[src/rtl/div_repeated_sub.sv]
// div_repeated_sub: sequential unsigned divider by repeated subtraction, with a start/done handshake
module div_repeated_sub #(
  parameter int W = 16
) (
  input  logic         clk,
  input  logic         rst_n,
  input  logic         start,
  input  logic [W-1:0] data_in,
  output logic [W-1:0] quotient,
  output logic [W-1:0] remainder,
  output logic         done,
  output logic         dz
);
  typedef enum logic [2:0] {IDLE, LDA, LDB, SUB, DONE} state_t;
  state_t state_q, state_d;
  logic [W-1:0] q_q, q_d, r_q, r_d, b_q, b_d;
  logic dz_q, dz_d;
  always_comb begin
    state_d = state_q;
    q_d     = q_q;
    r_d     = r_q;
    b_d     = b_q;
    dz_d    = dz_q;
    case (state_q)
      IDLE: state_d = start ? LDA : IDLE;
      LDA: begin
        r_d     = data_in;
        q_d     = '0;
        dz_d    = 1'b0;
        state_d = LDB;
      end
      LDB: begin
        b_d     = data_in;
        state_d = SUB;
      end
      SUB: begin
        // a zero divisor exits immediately, leaving the dividend in R
        if (b_q == '0) begin
          dz_d    = 1'b1;
          q_d     = '0;
          state_d = DONE;
        end else if (r_q >= b_q) begin
          r_d = r_q - b_q;
          q_d = q_q + W'(1);
        end else begin
          state_d = DONE;
        end
      end
      DONE:    state_d = start ? LDA : DONE;
      default: state_d = IDLE;
    endcase
  end
  always_ff @(posedge clk or negedge rst_n) begin
    if (!rst_n) begin
      state_q <= IDLE;
      q_q     <= '0;
      r_q     <= '0;
      b_q     <= '0;
      dz_q    <= 1'b0;
    end else begin
      state_q <= state_d;
      q_q     <= q_d;
      r_q     <= r_d;
      b_q     <= b_d;
      dz_q    <= dz_d;
    end
  end
  assign quotient  = q_q;
  assign remainder = r_q;
  assign dz        = dz_q;
  assign done      = (state_q == DONE);
endmodule

[config.mk]
export PLATFORM = sky130hd
export DESIGN_NAME = div_repeated_sub
export DESIGN_NICKNAME = d
export VERILOG_FILES = /design/src/rtl/div_repeated_sub.sv
export SDC_FILE = /design/constraint.sdc
export NUM_CORES = 1
export LEC_CHECK = 0
export BUFFER_PORTS_ARGS = -buffer_cell sky130_fd_sc_hd__buf_2
export CORE_MARGIN = 2
export CORE_UTILIZATION = 25
export CTS_BUF_LIST = sky130_fd_sc_hd__clkbuf_4 sky130_fd_sc_hd__clkbuf_8 sky130_fd_sc_hd__clkbuf_16
export CTS_CLUSTER_SIZE = 40
export DETAILED_ROUTE_END_ITERATION = 8
export GPL_TIMING_DRIVEN = 0
export PLACE_DENSITY = 0.49
export SYNTH_ARGS = -nofsm -noshare
export SYNTH_HDL_FRONTEND = slang
export SYNTH_SLANG_ARGS = --single-unit
[constraint.sdc]
create_clock -name clk -period 2.7 [get_ports clk]
set_input_delay 0 -clock clk [delete_from_list [all_inputs] [get_ports clk]]
set_output_delay 0 -clock clk [all_outputs]
set_load 0.03 [all_outputs]
# Word-level counts from Yosys, hierarchy flattened
# Index checks and enable logic that the tools add are counted.
# W data, S select, Z words.
word_totals:
  out_inout_bits: 34
  register_bits: 52
  elab_cells: 36
  input_bits: 19
classes:
  reduce_logical: 6
  eq_ne: 9
  n_lt_le_gt_ge: 1
  n_addsub: 2
  muxes: 13
op_table:
  columns: ["op", "count"]
  rows:
  - ["$mux W16", 4]
  - ["$pmux W16 S2", 2]
  - ["$add A16 B1 Y16 const B", 1]
  - ["$ge A16 B16 Y1", 1]
  - ["$logic_not A16 Y1", 1]
  - ["$sub A16 B16 Y16", 1]
  - ["$pmux W3 S5", 1]
  - ["$mux W3", 3]
  - ["$eq A3 B2 Y1 const B", 2]
  - ["$ne A2 B2 Y1 const B", 3]
  - ["$ne A3 B3 Y1 const B", 2]
  - ["$reduce_and A2 Y1", 2]
  - ["$eq A3 B1 Y1 const B", 1]
  - ["$eq A3 B3 Y1 const B", 1]
  - ["$logic_not A3 Y1", 1]
  - ["$reduce_and A3 Y1", 1]
  - ["$mux W1", 2]
  - ["$pmux W1 S2", 1]
  - ["$reduce_bool A2 Y1", 1]

# Logic depth before layout (Yosys ltp)
depth:
  word_depth: 4
  depth_mapped: 12
  mapped_depth_nobuf: 11

# Least setup slack after synthesis
# No wires, ideal clock.
synth_path:
  path_type: "flip-flop to flip-flop"
  startpoint: "register r_q[0], in the netlist remainder[0]"
  endpoint: "register r_q[14], in the netlist remainder[14]"
  path_stages_with_launch: 12
  arrival_time_ns: 2.218
  n_path_buf: 0
  setup_ns: 0.082
  setup_slack_ns: 0.400
  period_less_slack_ns: 2.300
  path_cell_list: "dfrtp_1 > inv_1 > ha_1 > inv_1 > fa_1 > a21oi_1 > o21ai_0 > a21o_1 > a211oi_1 > o2111a_1 > a21oi_1 > a31oi_1"
synth_between:
  elab_chain_len: 4
  word_cells_on_any_way: 7
synth_lines:
  columns: ["item", "line_no", "rtl"]
  rows:
  - ["start: declaration", "16", "logic [W-1:0] q_q, q_d, r_q, r_d, b_q, b_d;"]
  - ["start signal: assignment", "63", "r_q <= r_d;"]
  - ["$sub A16 B16 Y16", "43", "r_d = r_q - b_q;"]
  - ["$mux W16", "42", "end else if (r_q >= b_q) begin"]
  - ["$mux W16", "38", "if (b_q == '0) begin"]
  - ["$pmux W16 S2", "24", "case (state_q)"]
# Parallel ways exist; a longest one is shown, timed or not. The select of a mux whose other input is x is not followed.
# A chain may end at the register's enable or synchronous reset.

# Final worst setup path
layout_path:
  startpoint: "register r_q[0], in the netlist remainder[0]"
  endpoint: "register r_q[9], in the netlist remainder[9]"
# Same word-level chain as after synthesis.

==> reports/qor.yml <==
crit_family: "compound AO/OA/AOI/OAI gates"
holdWs_ns: -0.0533
core-area_um2: 12700
synthArstFlopShare_pct: 100
vdd_ir_drop_max_uv: 398
port_buffers: 52
setup_viol: 0
crit_slowest_cell: "fa_1"
synth.distinct_cells: 55
finalClockSkew_ns: 0.00502
cp-startpoint: "remainder[0]"
via_count: 3026
die_area_um2: 14000
finalCritPeriodShare_pct: 91.6
period_needed_ns: 2.47
fin_nets: 496
synth_edf_count: 0
hold_viol_final: 52
grt_overflow_total: 0
rr_worst_depth: 12
startpoint_type: "flip-flop"
cts_sinks: 52
grt_usage_pct: 13.9
drv_cap: 0
yosysWarnings: 0
crit_top_cell: "inv_1"
antenna-diode-count: 0
hold_path.class: "in -> async"
reg2reg_from: "remainder[0]"
yosysMostFrequentCell: "nand2_1"
die_height_um: 118
wirelength_um: 9570
vias_per_cell: 4.79
htreeDepth: 2
synth_area_per_cell_um2: 8.59
hpwlAfterDp_um: 6810
synth_top_cell_area_share_pct: 39.8
pwr_density_cell_nw_per_um2: 1410
critPathArrivalTime_ns: 2.64
grt_pass1_wl_um: 15400
cpPeakStageDelay_ns: 0.43
synth_cells: 381
drtIter0Drc: 158
grt_max_degree: 53
failed_checks: "hold timing"
grt_pass1_vias: 2960
required_ns: 2.87
slew_headroom_pct: 18.8
clkSlewWorstSetupHoldPaths_ns: 0.07
rows: 41
total_power_w: 0.00578
clk_path_buf_depth: 2
ant_nets: 0
synth_fp_nets: 418
synthTopCellsByArea: "dfrtp_1 40%, ha_1 6.5%, nand2_1 6.1%"
cp_cell_sequence: "inv_1 > ha_1 > inv_1 > fa_1 > nand3_1 > a31oi_1 > o2111ai_1 > a21o_2 > nand2_2 > buf_4 > nor2_1 > a41oi_1"
clock_latency_ns: 0.30
antenna_found_initial: 0
place_congestion: 0.792
die_w_um: 118
io_pins: 53
drt_first_pass_iters: 4
cp.depth: 12
rsz0062_at_grt: "no"
cts_tree: "yes"
fmax_mhz: 404
wl_per_cell_um: 15.1
tns_ns: 0
synth_commonest_cells: "53 x nand2_1, 52 x dfrtp_1, 38 x nor2_1, 38 x o21ai_0"
syn-cell-area_um2: 3270
worst_pin_slew_ns: 1.22
start_util_pct: 25.7
endpoint_kind: "flip-flop"
crit_buf_inv: 3
ys_ff_latch: 52
reg2reg_slack_ns: 0.23
route.detailed.drc: 0
cts_made_buffers: 5
drive_gt1_share_pct: 21.1
ys_seq_area_share_pct: 39.8
power_leakage_nw: 1.85
synthToLayoutAreaGrowth_pct: 25.0
root_buffer: "clkbuf_16"
slew_violations: 0
synthFlopType: "dfrtp_1"
crit_path_max_fanout: 10
synth_area_leader_cell: "dfrtp_1"
crit_type: "reg -> reg"
run_status: "complete, but fails checks"
-- where the power goes --
part / internal (W) / switching, W
registers: 0.00107 / 0.000224
clock network: 0.000381 / 0.000315
logic: 0.00142 / 0.00237
-- state kept, by name, summed over array words and instances (netlist names) --
signal / count
b_q: 16
quotient: 16
remainder: 16
state_q: 3
dz: 1
-- layout make-up --
cell class / instances / area (um2)
clock inverter: 1 / 7.51
tap: 172 / 215
sequential: 52 / 1300
multi-input combinational: 293 / 1810
clock buffer: 7 / 146
buffer: 15 / 91.3
fill: 1404 / 8630
timing repair buffer: 71 / 445
inverter: 21 / 78.8
-- repair_timing --
item,4_1_cts,5_1_grt
setup buffers,0,2
resized for setup,0,1
endpoints found under the hold margin,27,0
hold buffers,17,0
setup endpoints to repair,0,11
-- worst paths after layout --
| check | endpoint |
|---|---|
| min in group clk | b_q[9] |
| hold / removal | b_q[4] |
| setup reg to reg | remainder[9] |
| max in group asynchronous | quotient[15] |
| hold reg to reg | dz |
| setup / recovery | remainder[9] |
-- logic make-up (layout without fill, tap and decap cells) --
group,Yosys count,count (layout),share of synthesized area [%]
compound gates,115,115,22.8
fa+ha+maj,18,18,7.11
flops,52,52,39.8
buf+inv,36,115,5.20
simple gates,146,146,21.1
xor+xnor,9,9,2.41
mux,5,5,1.61
-- metal layers --
layer  track usage (%)  vias to the layer above  share of wire [%]
li1                  -                     1498                  -
met1              18.4                     1455                 48
met2              23.0                       66                 47
met3              2.32                        7                4.3
met4              4.32                        0                1.1
met5                 0                        -                  0
-- layout by cell type, fill, tap and decap left out, types with 7 or more instances in the layout --
cell type and count:
o21ai_2 10, nor2_1 38, dfrtp_1 52, inv_1 21, buf_2 55, o31ai_1 7, a21oi_1 21, and3_1 8
o21ai_0 38, xnor2_1 7, nand2_1 53, a31oi_1 16, dlygate4sd3_1 17, ha_1 17, nand2b_1 9, nand3_1 11
-- stage by stage --
| stage | utilization, % | setup WS [ns] | area, um2 | instances |
|---|---|---|---|---|
| after floorplan | - | 0.400 | 3270 | 381 |
| after global placement | 29.5 | 0.196 | 3750 | 605 |
| after detailed placement | 29.5 | 0.192 | 3750 | 605 |
| after CTS | 32.0 | 0.147 | 4070 | 630 |
| after global routing | 32.2 | 0.0102 | 4090 | 632 |
| final | 32.2 | 0.226 | 4090 | 632 |
No activity file was read; power rests on OpenSTA's default activity.
